File: config.mk
export PLATFORM = sky130hd
export DESIGN_NAME = ft_recovery_unit
export DESIGN_NICKNAME = d
export VERILOG_FILES = /design/src/rtl/ft_recovery_unit.sv
export SDC_FILE = /design/constraint.sdc
export NUM_CORES = 1
export LEC_CHECK = 0
export CORE_MARGIN = 2
export CORE_UTILIZATION = 25
export CTS_BUF_LIST = sky130_fd_sc_hd__clkbuf_8
export DETAILED_ROUTE_END_ITERATION = 6
export PLACE_DENSITY_LB_ADDON = 0.05
export SYNTH_ARGS = -nofsm -noshare
export SYNTH_HDL_FRONTEND = slang
export SYNTH_SLANG_ARGS = --single-unit
File: constraint.sdc
create_clock -name clk_i -period 1.65 [get_ports clk_i]
set_input_delay 0.33 -clock clk_i [delete_from_list [all_inputs] [get_ports clk_i]]
set_output_delay 0.33 -clock clk_i [all_outputs]
set_load 0.02 [all_outputs]
File: src/rtl/ft_recovery_unit.sv
// Recovery responder: copies checkpoint x1..x(N-1) into the cores, reloads the PC, then pulses done (N+2 cycles from request).
// No backpressure: one register per cycle, the read pipelined one cycle ahead; dropping recovering_i aborts with an abort_o pulse.
module ft_recovery_unit #(
    parameter int DATA_WIDTH = 32,
    parameter int ADDR_WIDTH = 5,
    parameter int NUM_REGS   = 32
) (
    input  logic                  clk_i,
    input  logic                  rst_i,
    input  logic                  recover_i,
    input  logic                  recovering_i,
    output logic [ADDR_WIDTH-1:0] rf_raddr_o,
    input  logic [DATA_WIDTH-1:0] rf_rdata_i,
    output logic                  rf_we_o,
    output logic [ADDR_WIDTH-1:0] rf_waddr_o,
    output logic [DATA_WIDTH-1:0] rf_wdata_o,
    input  logic [DATA_WIDTH-1:0] pc_i,
    output logic                  pc_we_o,
    output logic [DATA_WIDTH-1:0] pc_o,
    output logic                  busy_o,
    output logic                  recovery_done_o,
    output logic                  abort_o
);

    localparam int IW = ADDR_WIDTH + 1;
    // idx is one bit wider than an address so idx == NUM_REGS is representable
    localparam logic [IW-1:0] LAST_IDX = IW'(NUM_REGS);

    typedef enum logic [2:0] {
        S_IDLE,
        S_FETCH,
        S_COPY,
        S_LOAD_PC,
        S_DONE,
        S_RELEASE
    } state_t;

    state_t          state_q, state_d;
    logic [IW-1:0]   idx_q, idx_d;

    always_ff @(posedge clk_i) begin
        if (rst_i) begin
            state_q <= S_IDLE;
            idx_q   <= '0;
        end else begin
            state_q <= state_d;
            idx_q   <= idx_d;
        end
    end

    always_comb begin
        state_d         = state_q;
        idx_d           = idx_q;
        rf_raddr_o      = '0;
        rf_we_o         = 1'b0;
        rf_waddr_o      = '0;
        rf_wdata_o      = '0;
        pc_we_o         = 1'b0;
        pc_o            = '0;
        busy_o          = 1'b0;
        recovery_done_o = 1'b0;
        abort_o         = 1'b0;

        case (state_q)
            S_IDLE: begin
                if (recover_i) begin
                    state_d = S_FETCH;
                    idx_d   = IW'(1);
                end
            end

            S_FETCH: begin
                busy_o     = 1'b1;
                rf_raddr_o = idx_q[ADDR_WIDTH-1:0];
                if (!recovering_i) begin
                    abort_o = 1'b1;
                    state_d = S_IDLE;
                    idx_d   = '0;
                end else begin
                    state_d = S_COPY;
                    idx_d   = idx_q + IW'(1);
                end
            end

            S_COPY: begin
                busy_o     = 1'b1;
                rf_raddr_o = idx_q[ADDR_WIDTH-1:0];
                if (!recovering_i) begin
                    abort_o = 1'b1;
                    state_d = S_IDLE;
                    idx_d   = '0;
                end else begin
                    // data on rf_rdata_i belongs to the address issued last cycle
                    rf_we_o    = 1'b1;
                    rf_waddr_o = idx_q[ADDR_WIDTH-1:0] - ADDR_WIDTH'(1);
                    rf_wdata_o = rf_rdata_i;
                    if (idx_q == LAST_IDX) begin
                        state_d = S_LOAD_PC;
                    end else begin
                        idx_d = idx_q + IW'(1);
                    end
                end
            end

            S_LOAD_PC: begin
                busy_o = 1'b1;
                if (!recovering_i) begin
                    abort_o = 1'b1;
                    state_d = S_IDLE;
                    idx_d   = '0;
                end else begin
                    pc_we_o = 1'b1;
                    pc_o    = pc_i;
                    state_d = S_DONE;
                end
            end

            S_DONE: begin
                recovery_done_o = 1'b1;
                state_d         = S_RELEASE;
                idx_d           = '0;
            end

            S_RELEASE: begin
                // a request level still held must not start a second recovery
                if (!recover_i) begin
                    state_d = S_IDLE;
                end
            end

            default: begin
                state_d = S_IDLE;
                idx_d   = '0;
            end
        endcase
    end

endmodule

* Yosys cells after proc, flatten, opt, wreduce, memory -nomap -nowiden
Cells that the tools add are included.
** Word-level totals
- RAM bits :: 0
- ROM bits :: 0
- Register bits :: 9
- Latch bits :: 0
- Memories kept :: 0
- Word-level logic and storage cells :: 48
** Operators by class
- Eq/ne operators :: 11
- Add/sub/neg operators :: 2
- Mux-type cells :: 27
- Div/mod/pow operators :: 0
- Magnitude comparators :: 0
- Multiply operators :: 0
- Bitwise operators :: 1
- Shifts and indexed selects :: 0
- Reduce and logical (&&, ||, !) cells :: 5
** Operators with widths (count)
- $mux 32 :: 4
- $mux 6 :: 5
- $pmux 6 s5 :: 1
- $pmux 3 s6 :: 1
- $mux 3 :: 5
- $mux 5 :: 3
- $mux 1 :: 7
- $add 6x1->6 const B :: 1
- $eq 3x2->1 const B :: 2
- $eq 3x3->1 const B :: 2
- $eq 6x6->1 const B :: 1
- $ne 2x2->1 const B :: 3
- $ne 3x3->1 const B :: 2
- $sub 5x1->5 const B :: 1
- $reduce_and 4->1 :: 1
- $eq 3x1->1 const B :: 1
- $logic_not 3->1 :: 1
- $reduce_and 3->1 :: 1
- $reduce_or 3->1 :: 1
- $mux 2 :: 1
- $reduce_or 2->1 :: 1
- $not 1->1 :: 1

* Longest topological paths before layout
- Depth after elaboration :: 4
- Gate-level depth with buffers :: 7

* Worst setup path after synthesis
No wires, ideal clock.
- Path kind :: reg-to-output
- Start :: register state_q[1]
- End :: output port rf_wdata_o[22]
- Arrival :: 1.432 ns
- Stages on the path, launching flop included :: 8
- Setup slack :: -0.112 ns
- Path buffers :: 3
- Path through :: dfxtp_1 > buf_4 > nand2_2 > or3_1 > buf_2 > inv_4 > buf_6 > and2_1
** Between the ends
- Word-level cells in the longest chain between the ends :: 2
** Ends and longest elaborated chain
- from (decl) :: line 38 : state_t state_q, state_d;
- from (signal assigned) :: line 46 : state_q <= state_d;
- $eq 3x2->1 :: line 64 : case (state_q)
- $mux 32 :: line 64
- to (decl) :: line 16 : output logic [DATA_WIDTH-1:0] rf_wdata_o,
No other way between the ends.

* Worst setup path in the final report
- Start :: register state_q[1]
- End :: output port rf_wdata_o[31]
Same word-level chain as after synthesis.

==> metrics.txt <==
run status=complete, but fails checks; violated checks=negative setup slack; GR Overflow Total=0; clock sink count=9; Area contributors post-synth=and2_1 34%, dfxtp_1 14%, buf_6 4.5%; fmax=0.525 GHz; total wire length=6.52 mm; largest family of logic cells by synthesized area=simple AND/OR/NAND/NOR gates; crit path launch type=flip-flop; static leakage=1.62 nW; Final Cycle Share=115%; Initial DRT Pass Iterations=4; max-cap violations=0; Final Critical Period=1.90 ns; CTS tree=done; FILL cells=362; Root Driver=clkbuf_8; Yosys reg bits=9; core region area=4750 sq um; Post-Layout Cell Count=422; initial antenna violation count=0; deepest clock path buffer count=2; drt via density=4.39; Worst R2R Path Depth=8; Mean Syn Cell Area=7.47 sq um; Multi-input gate area=1140 sq um; placed cell count=399; top_reg_cell synth=dfxtp_1; Die ar.=5570 sq um; setup violators final=82; Final Max Slew Viols=0; post-synthesis xor/xnor area fraction=4.31%; Placement Rows=25; CP Class=reg2out; synth unique cells=41; final hold vios=0; CP endpoint=rf_wdata_o[31]; final worst-path setup slack=-0.255 ns; most frequent cell after synthesis=and2_1; EDFF count, synth=0; flop2flop setup slack=-0.10 ns; antenna viol nets, final=0; IO Count=147; utilization after layout=73.4%; Yosys top cell area share=33.6%; fraction of layout cells with a size suffix above 1=61.1%; Compound-Gate Fraction of Synth Area=11.6%; die width=74.6 um; Req. time, crit path=1.32 ns; simple-gate share of the synthesized area=57.3%; Hold Buf Count CTS=0; number of global-route vias before repair=1672; register area=186 sq um; syn nets=238; cells after synthesis=167; Die Ht=74.6 um; # DRC=0; Max transition margin=80.3%; Tot GR Track Use=21.0%; detailed-route via count=1853; CTS buffer count=3; end of the worst register-to-register path=idx_q[0]; Reg2Reg Launch Point=state_q[1]; crit-path max FO=6; synthesized cell area=1250 sq um; # port buffers=146; Slew @ Worst Pin=0.293 ns; Worst Skew=0.00392 ns; CTS H-tree lvls=1; Seq/Total Area, Yosys=14.4%; HP Class=reg2reg; adder-cell share of the synthesized area=3.01%; first-pass GRT wire length=8.87 mm; Final nets=427; Avg WL per Cell=15.4 um; Starting Density=26.2%; mux share of post-synthesis cell area=0%; FFs w/ async S/R, synth=0%; initial DRC count=24; final RePlAce weighted congestion=0.785; crit path DAT=1.57 ns; Skew-Pair Late Insertion Delay=0.24 ns; pwr/cell area=355 nW/um^2; Final HPWL DP=4.72 mm; maximum vdd drop=0.000376 V; largest area contributor in the netlist=and2_1; RSZ-0062 raised after global routing=true; Yosys warnings=0; Worst setup EP type=output pin; Post-synth top cells=67 x and2_1, 14 x nor2_1, 9 x dfxtp_1, 6 x nor3_1; largest net degree at the start of global routing=16; Layout area overhead=180%; CP Launch Point=state_q[1]; ANT cells=0; CTS clk-pin slew, worst paths=0.05 ns
-- kinds of logic (layout without fill, tap and decap cells) --
group                    count (synthesis)  count (layout)
AO/OA/AOI/OAI                           16              16
XOR/XNOR                                 4               4
adder cells (fa/ha/maj)                  3               3
buffers and inverters                   18             206
flip-flops                               9               9
AND/OR/NAND/NOR                        117             117
-- area by class of cell --
type / count / share of cell area [%]
clock buffer: 3 / 1.18
multi-input combinational: 140 / 32.8
timing repair inverter: 3 / 0.681
clock inverter: 1 / 0.108
tap: 67 / 2.40
inverter: 4 / 0.646
timing repair buffer: 195 / 56.8
sequential: 9 / 5.34
-- power by group --
group | switching [mW] | total (mW) | internal, mW
Combinational | 0.303 | 0.732 | 0.430
Clock | 0.0981 | 0.261 | 0.163
Sequential | 0.0106 | 0.244 | 0.233
-- critical path, stage by stage, from the launching register on --
cell and delay, ns:
dfxtp_4 0.36, nand2_4 0.04, or3_4 0.47, inv_6 0.12, buf_6 0.11, and2_4 0.13, buf_6 0.11
-- placed cells by master (no fill, tap or decap), drive strengths merged, types with 4 or more instances in the layout --
cell           instances
a21oi                  4
and2                  68
buf                  127
clkbuf                 5
clkdlybuf4s50         66
dfxtp                  9
inv                    8
nand2                  6
nand2b                 4
nand3                  5
nor2                  14
nor3                   7
-- per-stage QoR --
step / setup TNS [ns] / setup WS, ns / instance area [sq um] / hold WS, ns / power [mW]
5_1_grt: -16.40 / -0.291 / 3490 / 0.609 / 1.30
4_1_cts: -13.85 / -0.281 / 3170 / 0.559 / 1.16
6_report: -12.53 / -0.255 / 3490 / 0.569 / 1.24
2_1_floorplan: -0.197 / -0.0281 / 1310 / 0.470 / 0.528
3_5_place_dp: -68.28 / -0.964 / 3000 / 0.552 / 0.864
3_3_place_gp: -67.97 / -0.966 / 3000 / 0.550 / 0.859
-- how the worst min path moves through the flow --
stage	from	endpoint	depth (start not counted)
floorplan	recover_i	state_q[0]	2
global placement	idx_q[5]	idx_q[5]	2
detailed placement	idx_q[5]	idx_q[5]	2
CTS	idx_q[5]	idx_q[5]	2
global route	idx_q[5]	idx_q[5]	2
finish	idx_q[5]	idx_q[5]	2
-- timing repair --
| action | in CTS | in global routing |
|---|---|---|
| setup buffers | 8 | 8 |
| setup endpoints to repair | 87 | 82 |
| cloned | 4 | 1 |
| pin swaps | 17 | 29 |
| gates resized for setup | 458 | 90 |
-- sequential cells by signal, summed over array words and instances (netlist names) --
register and cells:
state_q 3, idx_q 6
-- routing by layer --
layer | part of all wire, % | global-route usage (%) | up-vias | routed length, um
li1 | - | - | 927 | -
met1 | 36 | 22.8 | 847 | 2360
met2 | 53 | 39.6 | 69 | 3480
met3 | 8.3 | 5.35 | 10 | 541
met4 | 2.0 | 6.55 | 0 | 131
met5 | 0 | 0 | - | 0
(Power assumes the default switching activity.)
==> RTL edit 1, RTL diff (same settings) <==
Reset style: asynchronous (`rst_i`), changed in one clocked block.
--- a/src/rtl/ft_recovery_unit.sv
+++ b/src/rtl/ft_recovery_unit.sv
@@ -38,7 +38,7 @@
     state_t          state_q, state_d;
     logic [IW-1:0]   idx_q, idx_d;
 
-    always_ff @(posedge clk_i) begin
+    always_ff @(posedge clk_i or posedge rst_i) begin
         if (rst_i) begin
             state_q <= S_IDLE;
             idx_q   <= '0;
Formal check against the unedited RTL: differs if rst_i is asserted again (counterexample within 4 cycles, from zero or initial values and one cycle with rst_i high); with rst_i held inactive, the same outputs for 10 cycles.
==> RTL edit 1 against the original RTL <==
  * Design area up 2.7%
  * Wire length up 3.2%
  * Final cell count down 7.1%
  * Area after synthesis down 11%
  * Sequential cell count unchanged
  * Highest routed layer unchanged
  * Synthesized cell count down 9.0%
  * Via count down 2.2%
  * The flow still finishes with violations (setup timing)
  * Setup slack worse by 0.17 ns
Power is left out: it rests on default switching activity, and per cell area and clock period it moved more than threefold.
==> RTL edit 1: results <==
[status]
run_status = finished, violations left
failed_checks = setup timing

[finish]
top_regs = idx_q x6, state_q x3
fill_cells = 244
seq-cell-share_pct = 6.29
drive_gt1_share_pct = 66.5
nets = 411
multi_input_area_um2 = 1120
final-clk-cell-share_pct = 1.26
layout.nonclk_buf_share_pct = 57.0
non_clock_buffer_count = 192
inv_count = 10

[grt]
grt_pass1_vias = 1576
grt_pass1_wl_mm = 8.83
grt_max_degree = 18
grt.total_usage_pct = 22.2

[logic_synthesis]
ys_types = 33
synth_common_cells = 68 x and2_1, 10 x nor2_1, 9 x dfrtp_1
syn_inst = 152
synthArstFlopShare_pct = 100
yosysSeqAreaShare_pct = 20.3
synthTopCellsByArea = and2_1 38%, dfrtp_1 20%, nor2_1 3.4%
synth_top_flop_cell = dfrtp_1
synth.net_count = 222

[timing]
fin_worst_skew_ns = 0.00160
hold_slack_ns = 0.366
finalSetupViolCount = 82
setup_slack_ns = -0.420
worst_pin_slew_ns = 0.376

[critical_path]
reg2reg_from = state_q[1]
rr_worst_depth = 6
endpoint = rf_wdata_o[2]
critical_path_arrival_ns = 1.74
startpoint = state_q[1]
cp_max_fo = 5

[place]
hpwl_mm = 4.24
globalplace.congestion = 0.794

[detailed_routing]
drt_iter0_drc = 40
vias_per_cell = 4.62
wire_per_inst_um = 17.1
vias = 1812
RTL edit 1: metal layers:
layer / vias to the layer above / track usage [%] / wire (um)
met3: 8 / 3.56 / 389
li1: 868 / - / -
met2: 80 / 39.7 / 3660
met1: 856 / 28.4 / 2580
met4: 0 / 4.61 / 89
met5: - / 0 / 0
RTL edit 1: worst register-to-register path: cells and delay by family (launching register included):
kind,cells,cell delay [ns]
mux,1,0.24
simple gates,1,0.48
compound gates,1,0.23
flops,1,0.37
buf+inv,3,0.34
RTL edit 1: logic make-up (layout without fill, tap and decap cells):
logic type | count (synthesis) | after routing | share of synthesized area, %
simple gates | 104 | 104 | 55.1
buf+inv | 18 | 206 | 8.45
mux | 2 | 2 | 1.80
xor+xnor | 4 | 4 | 3.16
flops | 9 | 9 | 20.3
compound gates | 13 | 13 | 8.91
fa+ha+maj | 2 | 2 | 2.25
RTL edit 1: metrics by stage:
step | setup TNS [ns] | setup WS [ns] | instance area (um^2)
final | -23.38 | -0.420 | 3580
after global routing | -27.14 | -0.470 | 3580
after CTS | -25.54 | -0.438 | 3070
after detailed placement | -64.96 | -0.984 | 2830
after global placement | -64.55 | -0.973 | 2830
after floorplan | -1.08 | -0.0485 | 1220
RTL edit 1: repair_timing:
item / in CTS / in global routing
gates resized for setup: 411 / 164
cloned: 4 / 4
buffers inserted: 10 / 10
pin swaps: 6 / 42
setup endpoints to repair: 86 / 86
==> RTL edit 2, RTL diff (same flow settings) <==
Without the edit above. `DATA_WIDTH`: 32 -> 16.
--- a/src/rtl/ft_recovery_unit.sv
+++ b/src/rtl/ft_recovery_unit.sv
@@ -1,7 +1,7 @@
 // Recovery responder: copies checkpoint x1..x(N-1) into the cores, reloads the PC, then pulses done (N+2 cycles from request).
 // No backpressure: one register per cycle, the read pipelined one cycle ahead; dropping recovering_i aborts with an abort_o pulse.
 module ft_recovery_unit #(
-    parameter int DATA_WIDTH = 32,
+    parameter int DATA_WIDTH = 16,
     parameter int ADDR_WIDTH = 5,
     parameter int NUM_REGS   = 32
 ) (
Interface: changed (resized pc_i, pc_o, rf_rdata_i and rf_wdata_o); port bits go from 147 to 83. No check against the original RTL was run, so the function may have changed too.
==> RTL edit 2 against the original RTL <==
  * The run still ends with setup timing left
  * Fmax increased by 5.8%
  * Combinational power is 23% lower
  * Power down 13%
  * Design area down 30%
  * Global-route usage down 3.1 points
  * Setup slack better by 0.10 ns
  * Area after synthesis fell by 18%
  * Hold slack improved by 0.0086 ns
  * First-iteration DRC count decreased by 13%
  * Non-clock buffer count shrank 69
  * Register-to-register slack better by 0.04 ns
  * Wire length shrank 29%
  * Sequential cell count unchanged
  * Critical path type unchanged
  * Highest routed layer unchanged
==> RTL edit 2: results <==
[timing]
fin_worst_skew_ns = 0.00702
finalSetupViolCount = 43
worst_pin_slew_ns = 0.291
setup_slack_ns = -0.150
tns_ns = -4.11

[place]
globalplace.congestion = 0.841
hpwl_mm = 3.23
placed_area_um2 = 2080
placed_cells = 283
io_buffers = 82

[logic_synthesis]
synth.net_count = 170
syn_inst = 131
yosysSeqAreaShare_pct = 17.6
synthTopCellsByArea = and2_1 21%, dfxtp_1 18%, nor2_1 5.1%
synth_common_cells = 35 x and2_1, 14 x nor2_1, 9 x dfxtp_1
ys_types = 40

[finish]
drive_gt1_share_pct = 59.3

[grt]
grt_pass1_wl_mm = 6.25
grt_pass1_vias = 1307
grt_max_degree = 19
grt.total_usage_pct = 17.8
antenna_found_initial = 0

[power_and_ir_drop]
ir_drop_mv = 0.416
p_leak_nw = 1.12
p_clk_share_pct = 24.5
p_seq_share_pct = 23.0
p_int_mw = 0.705

[cts]
ctsResizeCount = 252
cts_setup_buffers = 7

[detailed_routing]
vias_per_cell = 4.58
vias = 1388
drt_iter0_drc = 21
wire_per_inst_um = 15.3

[status]
run_status = finished, violations left
failed_checks = setup timing

[critical_path]
slowest_delay_ns = 0.37
cp_max_fo = 7
[RTL edit 2: worst max-delay path, delay by kind of cell (launching register included)]
kind          cells  cell delay (ns)
buf+inv           3             0.32
flops             1             0.36
simple gates      3             0.55
[RTL edit 2: cells by family (layout without fill, tap and decap cells)]
logic type                 Yosys count  count (layout)  synth area share (%)
AOI/OAI and AO/OA                   16              16                  14.2
xor gates and xnor gates             4               4                  5.26
adders and majority gates            3               3                  3.67
buffers and inverters               14             136                  8.93
DFF                                  9               9                  17.6
and+or+nand+nor                     85              85                  50.3
[RTL edit 2: final cells by class]
| cell class | count | area [um^2] |
|---|---|---|
| fillers | 332 | 1520 |
| repair buffers | 126 | 1240 |
| well taps | 50 | 62.6 |
| flip-flops and latches | 9 | 185 |
| repair inverters | 2 | 25.0 |
| inverters | 4 | 27.5 |
| multi-input cells | 108 | 860 |
| clock buffers | 3 | 41.3 |
| clock inverters | 1 | 3.75 |
[RTL edit 2: path summary, 6_finish.rpt]
kind	from	cells after the start	endpoint	slack, ns
worst max register to register	state_q[1]	7	idx_q[3]	-0.06
worst min-delay path	idx_q[5]	2	idx_q[5]	0.58
worst min register to register	idx_q[5]	2	idx_q[5]	0.58
worst max-delay path	state_q[1]	6	rf_wdata_o[4]	-0.15
[RTL edit 2: routing by layer]
layer	GRT usage [%]	wire, um	vias up
li1	-	-	688
met2	34.8	2470	58
met4	6.75	40	0
met3	3.45	401	4
met1	18.5	1730	638
met5	0	0	-
[RTL edit 2: per-stage QoR]
step	power [mW]	util [%]	setup WS (ns)
final	1.07	61.6	-0.150
after CTS	1.04	54.7	-0.180
after global placement	0.747	52.5	-0.888
after floorplan	0.502	-	-0.0274
after global routing	1.13	61.6	-0.179
after detailed placement	0.749	52.5	-0.914
